--- src/rtl/fifo_flex.sv ---
// fifo_flex: single-clock FIFO with selectable registered-read or
// first-word fall-through output, occupancy count, programmable
// almost-full/almost-empty flags, synchronous flush and sticky
// overflow/underflow flags.
module fifo_flex #(
   parameter int DATA_WIDTH         = 8,
   parameter int FIFO_ASIZE         = 4,
   parameter int FWFT               = 0,
   parameter int ALMOST_FULL_LEVEL  = 12,
   parameter int ALMOST_EMPTY_LEVEL = 2
) (
   input  logic                  in_clock,
   input  logic                  in_reset_n,
   input  logic                  in_put,
   input  logic [DATA_WIDTH-1:0] in_data,
   input  logic                  in_take,
   input  logic                  in_flush,
   input  logic                  in_clear_errors,
   output logic [DATA_WIDTH-1:0] out_data,
   output logic                  out_valid,
   output logic                  out_empty,
   output logic                  out_full,
   output logic                  out_almost_empty,
   output logic                  out_almost_full,
   output logic [FIFO_ASIZE:0]   out_count,
   output logic                  out_overflow,
   output logic                  out_underflow
);

   localparam int DEPTH = 1 << FIFO_ASIZE;
   localparam logic [FIFO_ASIZE:0] AF_LVL = ALMOST_FULL_LEVEL[FIFO_ASIZE:0];
   localparam logic [FIFO_ASIZE:0] AE_LVL = ALMOST_EMPTY_LEVEL[FIFO_ASIZE:0];

   logic [DATA_WIDTH-1:0] mem_q [DEPTH];

   logic [FIFO_ASIZE:0]   wr_ptr_q, wr_ptr_d;
   logic [FIFO_ASIZE:0]   rd_ptr_q, rd_ptr_d;
   logic [FIFO_ASIZE:0]   count_q, count_d;
   logic [DATA_WIDTH-1:0] rdata_q, rdata_d;
   logic                  valid_q, valid_d;
   logic                  ovf_q, ovf_d;
   logic                  udf_q, udf_d;

   logic [FIFO_ASIZE-1:0] wr_addr, rd_addr;
   logic [DATA_WIDTH-1:0] head_word;
   logic                  empty, full;
   logic                  take_ok, put_ok, take_rej, put_rej;

   assign wr_addr   = wr_ptr_q[FIFO_ASIZE-1:0];
   assign rd_addr   = rd_ptr_q[FIFO_ASIZE-1:0];
   assign head_word = mem_q[rd_addr];

   // Occupancy status decoded from the pointers: the wrap bit tells a full
   // FIFO apart from an empty one when the addresses coincide.
   always_comb begin
      empty = (wr_ptr_q == rd_ptr_q);
      full  = (wr_addr == rd_addr) && (wr_ptr_q[FIFO_ASIZE] != rd_ptr_q[FIFO_ASIZE]);
   end

   // Accept/reject decisions; flush suppresses both transfers and any error.
   always_comb begin
      take_ok  = in_take & ~empty & ~in_flush;
      put_ok   = in_put & (~full | take_ok) & ~in_flush;
      take_rej = in_take & ~take_ok & ~in_flush;
      put_rej  = in_put & ~put_ok & ~in_flush;
   end

   // Next-state for pointers, count, read data and sticky error flags.
   always_comb begin
      wr_ptr_d = wr_ptr_q;
      rd_ptr_d = rd_ptr_q;
      count_d  = count_q;
      rdata_d  = rdata_q;
      valid_d  = 1'b0;
      ovf_d    = (in_clear_errors ? 1'b0 : ovf_q) | put_rej;
      udf_d    = (in_clear_errors ? 1'b0 : udf_q) | take_rej;

      if (in_flush) begin
         wr_ptr_d = '0;
         rd_ptr_d = '0;
         count_d  = '0;
      end else begin
         if (put_ok)  wr_ptr_d = wr_ptr_q + 1'b1;
         if (take_ok) rd_ptr_d = rd_ptr_q + 1'b1;
         if (put_ok && !take_ok)      count_d = count_q + 1'b1;
         else if (take_ok && !put_ok) count_d = count_q - 1'b1;
      end

      if (FWFT != 0) begin
         // Track the presented head so it stays visible once the FIFO drains.
         if (!empty) rdata_d = head_word;
      end else begin
         if (take_ok) rdata_d = head_word;
         valid_d = take_ok;
      end
   end

   // State registers with asynchronous active-low reset.
   always_ff @(posedge in_clock or negedge in_reset_n) begin
      if (!in_reset_n) begin
         wr_ptr_q <= '0;
         rd_ptr_q <= '0;
         count_q  <= '0;
         rdata_q  <= '0;
         valid_q  <= 1'b0;
         ovf_q    <= 1'b0;
         udf_q    <= 1'b0;
      end else begin
         wr_ptr_q <= wr_ptr_d;
         rd_ptr_q <= rd_ptr_d;
         count_q  <= count_d;
         rdata_q  <= rdata_d;
         valid_q  <= valid_d;
         ovf_q    <= ovf_d;
         udf_q    <= udf_d;
      end
   end

   // Storage array; contents are left undefined by reset.
   always_ff @(posedge in_clock) begin
      if (put_ok) mem_q[wr_addr] <= in_data;
   end

   // Output decode from registered state only.
   always_comb begin
      out_empty        = empty;
      out_full         = full;
      out_count        = count_q;
      out_almost_empty = (count_q <= AE_LVL);
      out_almost_full  = (count_q >= AF_LVL);
      out_overflow     = ovf_q;
      out_underflow    = udf_q;
      if (FWFT != 0) begin
         out_valid = ~empty;
         out_data  = empty ? rdata_q : head_word;
      end else begin
         out_valid = valid_q;
         out_data  = rdata_q;
      end
   end

endmodule

--- config.mk ---
export PLATFORM = sky130hd
export DESIGN_NAME = fifo_flex
export DESIGN_NICKNAME = d
export VERILOG_FILES = /design/src/rtl/fifo_flex.sv
export SDC_FILE = /design/constraint.sdc
export NUM_CORES = 1
export LEC_CHECK = 0
export ABC_AREA = 0
export ABC_CLOCK_PERIOD_IN_PS = 3300
export BUFFER_PORTS_ARGS = -buffer_cell sky130_fd_sc_hd__buf_2
export CAP_MARGIN = 20
export CORE_MARGIN = 2
export CORE_UTILIZATION = 45
export DETAILED_ROUTE_END_ITERATION = 8
export GPL_ROUTABILITY_DRIVEN = 0
export PLACE_DENSITY = 0.59
export SYNTH_ARGS = -nofsm -noshare
export SYNTH_HDL_FRONTEND = slang
export SYNTH_SLANG_ARGS = --single-unit
--- constraint.sdc ---
create_clock -name in_clock -period 3.3 [get_ports in_clock]
set_input_delay 0.165 -clock in_clock [delete_from_list [all_inputs] [get_ports in_clock]]
set_output_delay 0.165 -clock in_clock [all_outputs]
set_load 0.02 [all_outputs]
# [Yosys cells after proc, flatten, opt, wreduce, memory -nomap -nowiden]
# Memory sizes are Yosys's and may differ from the RTL's. A register that Yosys moved wholly into a read port is not among the register bits.
# Cells that the tools add are included.
[op_classes] order_cmp=2 mux=11 add_sub_neg=4 eq_ne=3 n_bitwise=16 n_reduce_logical=9
[op_table] op="5-bit 2-to-1 mux" count=7
[op_table] op="5-bit by 1-bit adder with 5-bit output, second input constant" count=3
[op_table] op="1-bit bitwise AND" count=8
[op_table] op="5-bit equality test" count=1
[op_table] op="5-bit by 4-bit >= comparator with 1-bit output, second input constant" count=1
[op_table] op="5-bit by 2-bit less-or-equal comparator with 1-bit output, second input constant" count=1
[op_table] op="1-bit NOT" count=5
[op_table] op="5-bit by 1-bit subtractor with 5-bit output, second input constant" count=1
[op_table] op="4-bit equality test" count=1
[op_table] op="1-bit 2-to-1 mux" count=4
[op_table] op="2-bit nonzero test" count=2
[op_table] op="1-bit logical AND" count=3
[op_table] op="1-bit logical NOT" count=3
[op_table] op="1-bit OR" count=3
[op_table] op="3-bit nonzero test" count=1
[op_table] op="1-bit != test" count=1
[totals] reg_bits=18 n_memories=1 ramBits=128 elab_cells=52
[mem_list] name="mem_q" depth=16 width=8 read_ports=1 rd_clocked_by_memory_dff=1 write_ports=1 line_no="34" source="logic [DATA_WIDTH-1:0] mem_q [DEPTH];"

# [Depth between registers and ports, before layout]
# Gate-level depths: netlist (run 1).
[logic_depth] word_depth=12 ltp_mapped=12 mapped_depth_nobuf=10

# [Worst setup path after synthesis (run 1)]
# Ideal clock, no wire load.
[synth_timing] kind="reg2reg" from="reg rd_ptr_q[0]" to="reg count_q[4], in the netlist out_count[4]" stages_incl_launch_ff=13 setup_slack_ns=0.663 arrival_ns=2.487 n_path_buf=2 setup_time_ns=0.150 path_cell_list="dfrtp_1 buf_6 xnor2_1 and4_1 buf_2 a21o_1 inv_1 fa_1 a21oi_1 o21ai_0 and2_1 a22oi_1 o311ai_0"
[synth_between] elab_chain_len=10 word_cells_on_any_way=17 cone_classes="eq/ne: 2; mux: 2; bitwise: 7; reduce/logical: 6"
[synth_rtl] element="start: declaration" line_no="37" source="logic [FIFO_ASIZE:0] rd_ptr_q, rd_ptr_d;"
[synth_rtl] element="start signal: assignment" line_no="110" source="rd_ptr_q <= rd_ptr_d;"
[synth_rtl] element="5-bit equality test" line_no="56" source="empty = (wr_ptr_q == rd_ptr_q);"
[synth_rtl] element="1-bit NOT" line_no="62" source="take_ok = in_take & ~empty & ~in_flush;"
[synth_rtl] element="1-bit bitwise AND (2 in series)" line_no="62"
[synth_rtl] element="1-bit OR" line_no="63" source="put_ok = in_put & (~full | take_ok) & ~in_flush;"
[synth_rtl] element="1-bit bitwise AND (2 in series)" line_no="63"
[synth_rtl] element="1-bit logical AND / 1-bit logical NOT (equally long branches)" line_no="85, 86"
[synth_rtl] element="5-bit 2-to-1 mux / 1-bit logical AND (equally long branches)" line_no="85, 86"
[synth_rtl] element="5-bit 2-to-1 mux / 3-bit nonzero test (equally long branches)"
[synth_rtl] element="end signal: assignment" line_no="111" source="count_q <= count_d;"
[synth_rtl] element="end: declaration" line_no="38" source="logic [FIFO_ASIZE:0] count_q, count_d;"
# Parallel ways exist; a longest one is shown, timed or not.
# A chain may end at the register's enable or synchronous reset.

# [Worst setup path in the final report (run 1)]
[layout_timing] from="reg wr_ptr_q[2]" to="reg count_q[4], in the netlist out_count[4]"
[layout_between] elab_chain_len=10 word_cells_on_any_way=17 cone_classes="eq/ne: 2; mux: 2; bitwise: 7; reduce/logical: 6"
[layout_rtl] element="start: declaration" line_no="36" source="logic [FIFO_ASIZE:0] wr_ptr_q, wr_ptr_d;"
[layout_rtl] element="start signal: assignment" line_no="109" source="wr_ptr_q <= wr_ptr_d;"
[layout_rtl] element="5-bit equality test" line_no="56"
[layout_rtl] element="1-bit NOT" line_no="62"
[layout_rtl] element="1-bit bitwise AND (2 in series)" line_no="62"
[layout_rtl] element="1-bit OR" line_no="63"
[layout_rtl] element="1-bit bitwise AND (2 in series)" line_no="63"
[layout_rtl] element="1-bit logical AND / 1-bit logical NOT (equally long branches)" line_no="85, 86"
[layout_rtl] element="5-bit 2-to-1 mux / 1-bit logical AND (equally long branches)" line_no="85, 86"
[layout_rtl] element="5-bit 2-to-1 mux / 3-bit nonzero test (equally long branches)"
# Parallel ways exist; a longest one is shown, timed or not.

==> results of run 1 <==
==> per-stage QoR <==
stage,util,hold slack (ps)
after CTS,0.528,111
after global placement,0.488,219
after floorplan,-,-131
after detailed placement,0.488,231
after global routing,0.528,125
final,0.528,126
==> power by group through the flow <==
stage | sequential, mW | clock [mW] | combinational, mW
after detailed placement | 2.32 | 0 | 0.999
after floorplan | 2.41 | 0 | 0.649
after global routing | 2.30 | 1.97 | 1.08
after CTS | 2.29 | 1.88 | 1.01
final | 2.28 | 1.84 | 0.996
after global placement | 2.32 | 0 | 0.989
==> Yosys cell counts, types with 3 or more instances <==
library cell                 n
sky130_fd_sc_hd__nand2_1    15
sky130_fd_sc_hd__nand3_1     3
sky130_fd_sc_hd__edfxtp_1  128
sky130_fd_sc_hd__buf_2       5
sky130_fd_sc_hd__nor3_1      7
sky130_fd_sc_hd__nand2b_1    5
sky130_fd_sc_hd__nor2_1     23
sky130_fd_sc_hd__xor2_1      4
sky130_fd_sc_hd__mux4_2     13
sky130_fd_sc_hd__xnor2_1    12
sky130_fd_sc_hd__ha_1        9
sky130_fd_sc_hd__a21oi_1     3
sky130_fd_sc_hd__inv_1      10
sky130_fd_sc_hd__mux2_4      8
sky130_fd_sc_hd__o21ai_0     6
sky130_fd_sc_hd__mux4_1     27
sky130_fd_sc_hd__dfrtp_1    26
sky130_fd_sc_hd__buf_6       3
sky130_fd_sc_hd__clkbuf_1    7
==> registers in the layout, summed over array words and instances (netlist names) <==
name,cells
out_valid,1
mem_q,128
wr_ptr_q,5
out_count,5
out_underflow,1
out_overflow,1
out_data,8
rd_ptr_q,5
==> layout make-up <==
| class | instances | share of cell area |
|---|---|---|
| sequential | 154 | 0.590 |
| multi-input combinational | 168 | 0.256 |
| clock buffer | 17 | 0.0558 |
| timing repair buffer | 56 | 0.0450 |
| tap | 184 | 0.0302 |
| clock inverter | 15 | 0.0184 |
| inverter | 10 | 0.00493 |
==> worst paths after layout <==
kind	from	endpoint	slack, ps	cells past startpoint
min in group asynchronous	in_reset_n	out_count[4]	300	2
worst max-delay path	wr_ptr_q[2]	out_count[4]	570	10
worst min register to register	out_data[1]	out_data[1]	500	1
worst max register to register	wr_ptr_q[2]	out_count[4]	570	10
worst min-delay path	in_data[5]	mem_q[9][5]	130	1
max in group asynchronous	in_reset_n	rd_ptr_q[0]	2550	2
==> placed cells by master, fill, tap and decap left out, types with 9 or more instances in the layout <==
cell type                   instances
sky130_fd_sc_hd__mux4_2            13
sky130_fd_sc_hd__inv_1             10
sky130_fd_sc_hd__nor2_1            23
sky130_fd_sc_hd__clkbuf_16         17
sky130_fd_sc_hd__nand2_1           15
sky130_fd_sc_hd__dfrtp_1           25
sky130_fd_sc_hd__edfxtp_1         128
sky130_fd_sc_hd__buf_2             33
sky130_fd_sc_hd__mux4_1            27
sky130_fd_sc_hd__xnor2_1           12
sky130_fd_sc_hd__buf_4             21
sky130_fd_sc_hd__ha_1               9
==> routing by layer <==
| layer | wire length (um) | vias up | track usage |
|---|---|---|---|
| met5 | 0 | - | 0 |
| met4 | 60 | 0 | 0.0529 |
| met3 | 436 | 9 | 0.0424 |
| met2 | 5810 | 78 | 0.250 |
| met1 | 5790 | 1690 | 0.235 |
| li1 | - | 1524 | - |
==> cells by family (layout without fill, tap and decap cells) <==
group / after synthesis / count (layout)
AOI/OAI and AO/OA: 29 / 29
xor gates and xnor gates: 17 / 17
adders and majority gates: 10 / 10
buffers and inverters: 27 / 98
DFF: 154 / 154
muxes: 50 / 50
and+or+nand+nor: 62 / 62
==> metrics.json, run 1 <==
{
  "clock_tree": {
    "htree_levels": 4,
    "cts_tree": "yes",
    "clk_pin_slew_ps": 70,
    "cts.path.max_buffers": 2,
    "numCtsBuffers": 17,
    "numClockSinks": 154,
    "post_cts_resize_count": 0,
    "library_cell_used_as_clock_root_buffer": "sky130_fd_sc_hd__clkbuf_16",
    "hold_buffer_count_at_cts": 2,
    "postCtsSetupRepairBufs": 0,
    "worstSkewPairLatency_ps": 420
  },
  "sta": {
    "clock-skew-final_ps": 9.65,
    "tightestPinTransition_ps": 695,
    "setup_repair_after_global_routing_missed_its_margin": "false",
    "final_min_period_ps": 2730,
    "finalHoldViolCount": 0,
    "setup_ws_ps": 569,
    "setup_tns_ps": 0,
    "slew_violations": 0,
    "finalCritPeriodShare": 0.828,
    "achievable-frequency_mhz": 366,
    "slew-limit-headroom": 0.535,
    "timing.final.setup_violations": 0
  },
  "cells_and_area": {
    "num-nets-final": 431,
    "flow.area_growth_from_synthesis_pct": 15.7,
    "filler_cell_count": 1162,
    "sequential_cell_area_um2": 4500,
    "fraction_of_final_layout_cells_with_drive_strength_greater_than_1": 0.271,
    "layout.cell_area.non_filler_um2": 7620,
    "final-instance-count-excl-fill": 604,
    "diodes": 0,
    "multiInputGateArea_um2": 1950
  },
  "pwr": {
    "vdd_drop_max_v": 0.000382,
    "combPwrFrac": 0.195,
    "power.static_leakage_nw": 2.68,
    "p_clk_frac": 0.359,
    "power_switching_mw": 1.40,
    "share_seq_of_total_power": 0.446,
    "netSwitchingFraction": 0.273,
    "power.density_nw_per_um2": 671,
    "p_int_mw": 3.72,
    "total_power_mw": 5.11
  },
  "logic_synthesis": {
    "synth_edf_count": 128,
    "synth_top_area_cell": "sky130_fd_sc_hd__edfxtp_1",
    "post_synth_num_cell_types": 48,
    "yosys-mux-area-fraction": 0.173,
    "synth_seq_area_share": 0.683,
    "synthArstFlopShare": 0.169,
    "ys_ff_latch": 154,
    "syn-mean-instance-area_um2": 18.9,
    "post_synth_and_or_nand_nor_area_fraction": 0.0443,
    "synth_top_cell_area_share": 0.584,
    "synthesis.yosys.warnings": 0,
    "postSynth.topFlopCell": "sky130_fd_sc_hd__edfxtp_1",
    "combinational_family_with_the_most_area_after_synthesis": "multiplexers",
    "postSynthCellCount": 349,
    "synth.cell_area_um2": 6590,
    "synth_compound_area_frac": 0.0344,
    "netlist_top_cells_area": "sky130_fd_sc_hd__edfxtp_1, sky130_fd_sc_hd__mux4_1, sky130_fd_sc_hd__dfrtp_1",
    "yosys.area_share.adder": 0.0201,
    "synth-xor-area-share": 0.0238,
    "synth_nets": 373
  },
  "routing": {
    "detail_route.iter0.violations": 253,
    "postRouteWirelength_um": 12100,
    "num_vias": 3301,
    "drc": 0,
    "antenna_violating_nets_post_route": 0,
    "firstDrtPassIters": 5,
    "detail_route.vias_per_cell": 5.47,
    "wire_per_inst_um": 20.0
  },
  "floorplanning": {
    "die_h_um": 125,
    "core_um2": 14400,
    "die_area_um2": 15600,
    "starting_density_of_the_core": 0.457,
    "dieWidth_um": 125,
    "core.rowCount": 44,
    "num_io_pins": 34
  },
  "placed_design": {
    "dpl.hpwl_um": 7920,
    "placedCellCount": 570,
    "dp_worst_setup_slack_ps": 594,
    "place.port_buffers": 33,
    "place_area_um2": 7040
  },
  "run": {
    "max-cap-violations": 0
  },
  "worst_setup_path": {
    "worst_setup_path_end_kind": "flop",
    "critPathTopFamily": "compound AO/OA/AOI/OAI gates",
    "setup.worst_path.start_class": "flop",
    "crit_path_top_delay_cell": "sky130_fd_sc_hd__dfrtp_1",
    "crit_required_ps": 3580,
    "critical_path_buf_inv_count": 1,
    "critPathMaxFanout": 10,
    "worst-endpoint-arrival_ps": 3010,
    "crit_type": "reg -> reg",
    "timing.critical_path.cells": "xnor2_1, and4_1, a21o_1, inv_1, fa_1, a21oi_1, o21ai_0, and2_1, a22oi_1, o311ai_0",
    "critical-path-max-stage-delay_ps": 480
  },
  "min_path": {
    "holdCritPathClass": "in -> reg"
  },
  "global_route": {
    "grt_pass1_wl_um": 19300,
    "grt_antenna_before_repair": 0,
    "largest_net_degree_at_the_start_of_global_routing": 36,
    "global_route.overflow_total": 0,
    "number_of_global_route_vias_before_repair": 3361,
    "globalRouteTotalUtil": 0.164
  },
  "status": {
    "run_status": "finished clean"
  }
}
No activity file was read; power rests on OpenSTA's default activity.
==> inputs of run 2 (changes only) <==
Settings changed: ABC_AREA 0 to 1, ABC_CLOCK_PERIOD_IN_PS 3300 to 2500, PLACE_DENSITY 0.59 to 0.61.
Clock period 3.3 ns to 2.5 ns, I/O delays scaled along.
==> run 2 against run 1 <==
  * Via count grew 36%
  * Sequential cell count is the same
  * Clock skew is essentially flat
  * Synthesized area shrank 0.84%
==> metrics.json, run 2 <==
{
  "status": {
    "run_status": "finished clean"
  },
  "worst_setup_path": {
    "setup.worst_path.start_class": "flop",
    "crit_type": "reg -> reg",
    "worst_setup_path_end_kind": "flop",
    "reg2regPathDepth": {"value": 17, "change": "+7"},
    "critPathMaxFanout": {"value": 6, "change": "-4"},
    "setup.worst_path.start": "wr_ptr_q[1]",
    "reg2reg_from": "wr_ptr_q[1]",
    "crit_required": {"value": 2810, "unit": "ps", "change": "-770 ps"},
    "worst-endpoint-arrival": {"value": 2680, "unit": "ps", "change": "-330 ps"}
  },
  "logic_synthesis": {
    "post_synth_num_cell_types": {"value": 30, "change": "-38%"},
    "synth_top_cell_area_share": {"value": 0.589, "change": "+0.00492"},
    "synthesis.yosys.warnings": {"value": 0, "change": "unchanged"},
    "netlist_top_cells_area": "sky130_fd_sc_hd__edfxtp_1, sky130_fd_sc_hd__dfrtp_1, sky130_fd_sc_hd__o21ai_0",
    "synth_seq_area_share": {"value": 0.688, "change": "+0.00575"},
    "synth.cell_area": {"value": 6530, "unit": "um2", "change": "-0.84%"},
    "synth_edf_count": {"value": 128, "change": "unchanged"},
    "syn-mean-instance-area": {"value": 11.4, "unit": "um2", "change": "-39%"},
    "synth_top_area_cell": "sky130_fd_sc_hd__edfxtp_1",
    "ys_ff_latch": {"value": 154, "change": "unchanged"},
    "synthArstFlopShare": {"value": 0.169, "change": "unchanged"},
    "postSynth.topFlopCell": "sky130_fd_sc_hd__edfxtp_1",
    "postSynthCellCount": {"value": 571, "change": "+64%"},
    "synth_nets": {"value": 595, "change": "+60%"},
    "synth.top_cells.by_count": "sky130_fd_sc_hd__edfxtp_1, sky130_fd_sc_hd__nor2_1, sky130_fd_sc_hd__nand2_1, sky130_fd_sc_hd__o21ai_0, sky130_fd_sc_hd__dfrtp_1",
    "most_frequent_cell_after_synthesis": "sky130_fd_sc_hd__edfxtp_1"
  },
  "cells_and_area": {
    "final-instance-count-excl-fill": {"value": 817, "change": "+35%"},
    "post_layout_util": {"value": 0.533, "change": "+0.00481"},
    "num-nets-final": {"value": 644, "change": "+49%"},
    "filler_cell_count": {"value": 1205, "change": "+3.7%"},
    "largest_register_ff_count": {"value": 128, "change": "unchanged"},
    "layout_commonest_cell": "sky130_fd_sc_hd__edfxtp_1",
    "fraction_of_final_layout_cells_with_drive_strength_greater_than_1": {"value": 0.191, "change": "-0.0803"},
    "registers.top_by_ff_count": "mem_q",
    "diodes": {"value": 0, "change": "unchanged"},
    "mostFrequentLayoutCells": "sky130_fd_sc_hd__edfxtp_1, sky130_fd_sc_hd__nand2_1, sky130_fd_sc_hd__nor2_1",
    "layout.cell_area.non_filler": {"value": 7660, "unit": "um2", "change": "+0.53%"},
    "flow.area_growth_from_synthesis_pct": 17.3
  },
  "placed_design": {
    "place.port_buffers": {"value": 33, "change": "unchanged"},
    "place_area": {"value": 6950, "unit": "um2", "change": "-1.2%"},
    "placedCellCount": {"value": 781, "change": "+37%"},
    "dp_worst_setup_slack": {"value": -15.6, "unit": "ps", "change": "-609 ps"},
    "dpl.hpwl": {"value": 9630, "unit": "um", "change": "+22%"}
  },
  "sta": {
    "final_min_period": {"value": 2370, "unit": "ps", "change": "-358 ps"},
    "finalHoldViolCount": {"value": 0, "change": "unchanged"},
    "holdWs": {"value": 49.3, "unit": "ps", "change": "-76.4 ps"},
    "setup_ws": {"value": 127, "unit": "ps", "change": "-442 ps"},
    "setup_repair_after_global_routing_missed_its_margin": "true",
    "clock-skew-final": {"value": 9.19, "unit": "ps", "change": "-0.459 ps"},
    "achievable-frequency": {"value": 421, "unit": "MHz", "change": "+15%"},
    "finalCritPeriodShare": {"value": 0.949, "change": "+0.122"},
    "timing.final.setup_violations": {"value": 0, "change": "unchanged"},
    "slew_violations": {"value": 0, "change": "unchanged"},
    "setup_tns": {"value": 0, "unit": "ps", "change": "unchanged"},
    "tightestPinTransition": {"value": 792, "unit": "ps", "change": "+96.1 ps"},
    "slew-limit-headroom": {"value": 0.470, "change": "-0.0643"}
  },
  "routing": {
    "wire_per_inst": {"value": 18.6, "unit": "um", "change": "-7.2%"},
    "postRouteWirelength": {"value": 15200, "unit": "um", "change": "+26%"},
    "drc": {"value": 0, "change": "unchanged"},
    "detail_route.iter0.violations": {"value": 396, "change": "+57%"},
    "antenna_violating_nets_post_route": {"value": 0, "change": "unchanged"},
    "firstDrtPassIters": {"value": 4, "change": "-1"},
    "num_vias": {"value": 4502, "change": "+36%"},
    "detail_route.vias_per_cell": {"value": 5.51, "change": "+0.83%"}
  },
  "clock_tree": {
    "numClockSinks": {"value": 154, "change": "unchanged"},
    "cts_tree": "yes",
    "worstSkewPairLatency": {"value": 420, "unit": "ps", "change": "about the same"},
    "library_cell_used_as_clock_root_buffer": "sky130_fd_sc_hd__clkbuf_16",
    "htree_levels": {"value": 4, "change": "unchanged"},
    "numCtsBuffers": {"value": 17, "change": "unchanged"},
    "clk_pin_slew": {"value": 60, "unit": "ps", "change": "about the same"},
    "cts.path.max_buffers": {"value": 2, "change": "unchanged"}
  },
  "run": {
    "max-cap-violations": {"value": 0, "change": "unchanged"}
  },
  "global_route": {
    "globalRouteTotalUtil": {"value": 0.203, "change": "+0.0383"},
    "number_of_global_route_vias_before_repair": {"value": 4259, "change": "+27%"},
    "grt_antenna_before_repair": {"value": 0, "change": "unchanged"},
    "largest_net_degree_at_the_start_of_global_routing": {"value": 55, "change": "+53%"},
    "global_route.overflow_total": {"value": 0, "change": "unchanged"},
    "grt_pass1_wl": {"value": 23600, "unit": "um", "change": "+23%"}
  },
  "pwr": {
    "power.static_leakage": {"value": 2.84, "unit": "nW", "change": "+6.0%"},
    "total_power": {"value": 6.85, "unit": "mW", "change": "+34%"},
    "power.density": {"value": 895, "unit": "nW/um2", "change": "+33%"},
    "vdd_drop_max": {"value": 0.000505, "unit": "V", "change": "+32%"}
  },
  "floorplanning": {
    "die_area": {"value": 15500, "unit": "um2", "change": "-0.81%"},
    "die_h": {"value": 124, "unit": "um", "change": "-0.41%"},
    "core.rowCount": {"value": 44, "change": "unchanged"},
    "num_io_pins": {"value": 34, "change": "unchanged"},
    "dieWidth": {"value": 124, "unit": "um", "change": "-0.41%"},
    "starting_density_of_the_core": {"value": 0.454, "change": "-0.00208"},
    "core": {"value": 14400, "unit": "um2", "change": "-0.38%"}
  },
  "min_path": {
    "holdCritPathClass": "in -> reg",
    "timing.hold.worst.start": "in_put",
    "hold_depth": {"value": 3, "change": "+2"}
  }
}
## run 2: changes by cell type after synthesis, moves of 8 or more
cell and delta:
sky130_fd_sc_hd__clkbuf_1 +9, sky130_fd_sc_hd__inv_1 +14, sky130_fd_sc_hd__mux2_4 -8, sky130_fd_sc_hd__mux4_1 -27, sky130_fd_sc_hd__mux4_2 -13, sky130_fd_sc_hd__nand2_1 +76, sky130_fd_sc_hd__nand3_1 +17, sky130_fd_sc_hd__nor2_1 +69
sky130_fd_sc_hd__o211ai_1 +12, sky130_fd_sc_hd__o21ai_0 +66, sky130_fd_sc_hd__o22ai_1 +24, sky130_fd_sc_hd__xnor2_1 -10
## run 2: final timing paths
check                                    end  slack [ps]
worst min register to register   out_data[2]         480
worst max-delay path            out_count[4]         130
worst min-delay path            out_overflow          50
min in group asynchronous       out_overflow         260
max in group asynchronous        rd_ptr_q[1]        1810
worst max register to register  out_count[4]         130
## run 2: layer usage
layer | wire (um) | GRT usage | vias to the layer above | part of all wire
met5 | 0 | 0 | - | 0
met4 | 165 | 0.0601 | 0 | 0.011
met3 | 907 | 0.0511 | 14 | 0.060
met2 | 7470 | 0.322 | 145 | 0.49
met1 | 6650 | 0.278 | 2216 | 0.44
li1 | - | - | 2127 | -
## run 2: cell families after synthesis
family / after synthesis / share of synthesized area
compound gates: 124 / 0.108
simple gates: 223 / 0.142
flops: 154 / 0.688
xor+xnor: 5 / 0.00671
fa+ha+maj: 10 / 0.0203
buf+inv: 55 / 0.0349
## run 2: critical path: stages (launching register included)
cell and delay, ps:
sky130_fd_sc_hd__dfrtp_2 430, sky130_fd_sc_hd__inv_2 80, sky130_fd_sc_hd__nand2_1 70, sky130_fd_sc_hd__nand2_2 60
sky130_fd_sc_hd__nor2_4 140, sky130_fd_sc_hd__nand3_4 110, sky130_fd_sc_hd__nand2_2 110, sky130_fd_sc_hd__nand4_1 160
sky130_fd_sc_hd__buf_4 210, sky130_fd_sc_hd__ha_1 230, sky130_fd_sc_hd__a21oi_2 180, sky130_fd_sc_hd__nand2_1 70
sky130_fd_sc_hd__nand2_1 60, sky130_fd_sc_hd__nand2_1 60, sky130_fd_sc_hd__inv_1 50, sky130_fd_sc_hd__nand4_1 80
sky130_fd_sc_hd__nand3_1 100, sky130_fd_sc_hd__nand2_1 50
## run 2: cell type report
cell class / count / area, um2 / share of cell area
clock buffer: 17 / 425 / 0.0555
clock inverter: 15 / 186 / 0.0243
inverter: 29 / 109 / 0.0142
multi-input combinational: 362 / 1870 / 0.244
sequential: 154 / 4500 / 0.587
tap: 184 / 230 / 0.0301
timing repair buffer: 56 / 343 / 0.0447
## run 2: timing repair
item / in CTS / in global routing
hold endpoints to repair: 28 / 0
resized for setup: 1 / 20
hold buffers: 2 / 0
setup endpoints to repair: 1 / 98
buffers inserted: 2 / 0
## run 2: report_power, final
part	internal, mW	switching [mW]
combinational	0.397	0.795
clock	1.59	1.06
sequential	2.91	0.107
